===== src/rtl/pulse_period_meter.sv =====
// Measures the clk-cycle interval between rising edges of pulse_in and offers each result
// on a valid/ready port, with timeout and overrun strobes.
module pulse_period_meter #(
    parameter int               WIDTH       = 16,
    parameter int               SYNC_STAGES = 2,
    parameter logic [WIDTH-1:0] TIMEOUT     = 16'hFFFF
) (
    input  logic             clk,
    input  logic             reset,
    input  logic             pulse_in,
    output logic [WIDTH-1:0] period,
    output logic             period_valid,
    input  logic             period_ready,
    output logic             active,
    output logic             timeout,
    output logic             overrun
);

    typedef enum logic {
        IDLE,
        MEASURE
    } state_t;

    localparam logic [WIDTH-1:0] CNT_ONE = {{(WIDTH-1){1'b0}}, 1'b1};

    logic [SYNC_STAGES-1:0] sync_q;
    logic                   edge_q;
    logic                   rise;
    logic [WIDTH-1:0]       cnt;
    state_t                 state;

    // pulse_in may be asynchronous; the fixed synchroniser latency cancels out of every interval
    always_ff @(posedge clk or posedge reset) begin
        if (reset) begin
            sync_q <= '0;
            edge_q <= 1'b0;
        end else begin
            sync_q <= {sync_q[SYNC_STAGES-2:0], pulse_in};
            edge_q <= sync_q[SYNC_STAGES-1];
        end
    end

    assign rise = sync_q[SYNC_STAGES-1] & ~edge_q;

    always_ff @(posedge clk or posedge reset) begin
        if (reset) begin
            state        <= IDLE;
            cnt          <= '0;
            period       <= '0;
            period_valid <= 1'b0;
            active       <= 1'b0;
            timeout      <= 1'b0;
            overrun      <= 1'b0;
        end else begin
            timeout <= 1'b0;
            overrun <= 1'b0;
            if (period_valid && period_ready) begin
                period_valid <= 1'b0;
            end
            case (state)
                IDLE: begin
                    if (rise) begin
                        state  <= MEASURE;
                        active <= 1'b1;
                        cnt    <= CNT_ONE;
                    end
                end
                MEASURE: begin
                    // a capture overrides the handshake clear above, so a simultaneous accept keeps valid high
                    if (rise) begin
                        period       <= cnt;
                        period_valid <= 1'b1;
                        cnt          <= CNT_ONE;
                        overrun      <= period_valid & ~period_ready;
                    end else if (cnt == TIMEOUT) begin
                        timeout <= 1'b1;
                        cnt     <= '0;
                        state   <= IDLE;
                        active  <= 1'b0;
                    end else begin
                        cnt <= cnt + CNT_ONE;
                    end
                end
                default: begin
                    state  <= IDLE;
                    active <= 1'b0;
                end
            endcase
        end
    end

endmodule


===== config.mk =====
export PLATFORM = sky130hd
export DESIGN_NAME = pulse_period_meter
export DESIGN_NICKNAME = d
export VERILOG_FILES = /design/src/rtl/pulse_period_meter.sv
export SDC_FILE = /design/constraint.sdc
export NUM_CORES = 1
export LEC_CHECK = 0
export CAP_MARGIN = 15
export CORE_MARGIN = 4
export CORE_UTILIZATION = 40
export DETAILED_ROUTE_END_ITERATION = 12
export REMOVE_ABC_BUFFERS = 1
export SYNTH_ARGS = -nofsm -noshare
export SYNTH_HDL_FRONTEND = slang
export SYNTH_SLANG_ARGS = --single-unit

===== constraint.sdc =====
create_clock -name clk -period 2.1 [get_ports clk]
set_input_delay 0.42 -clock clk [delete_from_list [all_inputs] [get_ports clk]]
set_output_delay 0.42 -clock clk [all_outputs]
set_load 0.005 [all_outputs]

==> results.yml <==
yosys:
  synth_area_um2: 1750
  synth.most_common_cell: "dfrtp_1"
  synth_edf_count: 0
  syn_inst: 155
  ys_seq_area_share_pct: 57.1
  synthFlopType: "dfrtp_1"
  yosys_register_bits: 40
  synth_common_cells: "40 x dfrtp_1, 13 x nand2_1, 11 x nor2_1, 7 x mux2_2"
  async_reset_ff_share_pct: 100
  synth_warnings: 0
  synth.distinct_cells: 35
  yosysTopAreaCellShare_pct: 57.1
  avgSynthCellArea_um2: 11.3
  ys_top_cells_by_area: "dfrtp_1 57%, mux2_2 4.5%, mux2_1 3.2%, nand2_1 2.8%, nor2_1 2.4%"
  yosysTopAreaCell: "dfrtp_1"
sta:
  hold_viol_final: 0
  fmax_ghz: 0.524
  worst_clock_skew_ps: 6.51
  setup_viol: 0
  worstMarginPinSlew_ps: 505
  max_slew_margin_pct: 66.4
  rsz0062_at_grt: "no"
  fin_crit_sh_pct: 90.9
  tns_ps: 0
  maxSlewViolCount: 0
  finalCriticalPeriod_ps: 1910
detailed_routing:
  drt_wl_total_mm: 3.47
  via_per_inst: 5.47
  drc_errors: 0
  ant_nets: 0
  vias: 1285
  drt_iter0_markers: 52
  wl_per_cell_um: 14.8
  drtPass1Iterations: 4
global_routing:
  grt_pass1_vias: 1282
  grt_remaining_overflow: 0
  grt_max_degree: 41
  grt_pass1_wl_mm: 6.13
  antenna_found_initial: 0
  gr-usage-all-layers_pct: 14.5
floorplan:
  core-area_um2: 4120
  ios: 24
  die_w_um: 74.2
  start_util_pct: 42.6
  die_y_um: 74.2
  dieArea_um2: 5510
  fp-row-count: 23
finish:
  drive_gt1_share_pct: 14.1
  synthToLayoutAreaGrowth_pct: 23.4
  antennaDiodeCount: 0
  postLayoutCellArea_um2: 2160
  fin_nets: 189
cts:
  cts_resized: 0
  cts_max_level: 2
  clock_path_buffers: 2
  clkLatencyLatePin_ps: 290
  cts_tree: "built"
  clk_pin_slew_ps: 80
  cts_num_sinks: 40
  holdBufCountCts: 0
  numCtsBuffers: 5
  root_buffer: "clkbuf_8"
  post_cts.repair.setup_buffers: 0
placed_design:
  gp_congestion: 0.841
  io_buffers: 23
  hpwl_mm: 2.48
  dpl-instance-area_um2: 2070
setup_path:
  slowest_delay_ps: 610
  cp-end-kind: "register"
  cp_max_fo: 8
  critical_path.top_delay_family: "simple AND/OR/NAND/NOR gates"
  reg2reg_from: "cnt[0]"
  crit_arrival_ps: 2080
  crit_chain: "ha_1 > nand3_1 > or4_1 > a41oi_2 > a31oi_1"
  cp.required_ps: 2270
  startpoint: "cnt[0]"
  crit_buf_inv: 0
  startpoint_type: "register"
  slowest_stage: "or4_1"
  crit_type: "reg -> reg"
min_path:
  min-delay-path-class: "reg -> reg"
  hold_start: "sync_q[0]"
pwr:
  peakVddDrop_mv: 0.479
  powerDensity_nw_per_um2: 784
  finalPower_mw: 1.70
  leakagePower_nw: 0.987
run_status:
  status: "complete, no violations"
job:
  maxCapViolations: 0
==> path summary, 6_finish.rpt <==
| check | endpoint | slack [ps] | cells after the start |
|---|---|---|---|
| worst min-delay path | sync_q[1] | 360 | 0 |
| worst max-delay path | cnt[11] | 190 | 5 |
| worst min register to register | sync_q[1] | 360 | 0 |
| worst max register to register | cnt[11] | 190 | 5 |
| min in group asynchronous | period_valid | 550 | 3 |
| max in group asynchronous | cnt[0] | 1180 | 3 |
==> power breakdown <==
group	switching (mW)	internal (mW)	leakage [nW]
combinational	0.115	0.153	0.407
clock	0.258	0.262	0.0510
sequential	0.0641	0.844	0.529
==> per-layer routing <==
metal  GRT usage, %  vias up  part of all wire (%)
met5              0        -                     0
met4           4.23        0                   1.5
met3           4.59        8                   3.7
met2           22.3       21                    46
met1           19.7      640                    49
li1               -      616                     -
==> metrics by stage <==
step	cells	hold slack (ps)	worst slack, ps	utilization [%]
CTS	235	367	209	52.6
global placement	227	342	289	50.3
detailed placement	227	340	223	50.3
finish	235	365	191	52.6
floorplan	149	331	210	-
global route	235	368	77.6	52.6
==> flip-flops by register name, summed over array words and instances, names as in the netlist <==
signal and count:
timeout 1, overrun 1, period 16, active 1, state 1, cnt 16, edge_q 1, sync_q 2
period_valid 1
==> cells by family (layout without fill, tap and decap cells) <==
group	after synthesis	in the layout	share of synthesized area (%)
buffers and inverters	12	42	2.71
AOI/OAI and AO/OA	27	27	10.9
muxes	12	12	7.71
and+or+nand+nor	56	56	17.4
adders and majority gates	1	1	0.714
DFF	40	40	57.1
xor gates and xnor gates	7	7	3.50
==> area by class of cell <==
cell class	instances	area [um^2]
multi-input cells	103	704
flip-flops and latches	40	1000
inverters	6	22.5
clock inverters	2	10.0
fillers	367	1950
clock buffers	6	82.6
repair buffers	28	280
well taps	50	62.6
==> cells in the final DEF (no fill, tap or decap) <==
master,instances
or3_1,1
nand4_1,5
xor2_1,4
o21ai_0,4
buf_12,1
a21oi_1,4
a31o_1,2
clkinv_2,2
nor2_1,11
o21ai_1,4
dfrtp_1,40
nand4_2,2
mux2_1,5
nor2_2,1
and4_1,2
nand2_1,13
mux2_2,7
or4_1,2
a41oi_2,2
clkbuf_8,6
nor2b_1,1
nor4_2,1
clkdlybuf4s50_1,23
nand2b_1,2
and2_1,1
nand3_1,6
a211o_1,3
a31oi_1,6
a311oi_1,1
nor3_1,3
o21bai_1,1
inv_1,6
nor4_1,2
ha_1,1
buf_4,4
and3_1,3
xnor2_1,3
No activity file was read; power rests on OpenSTA's default activity.
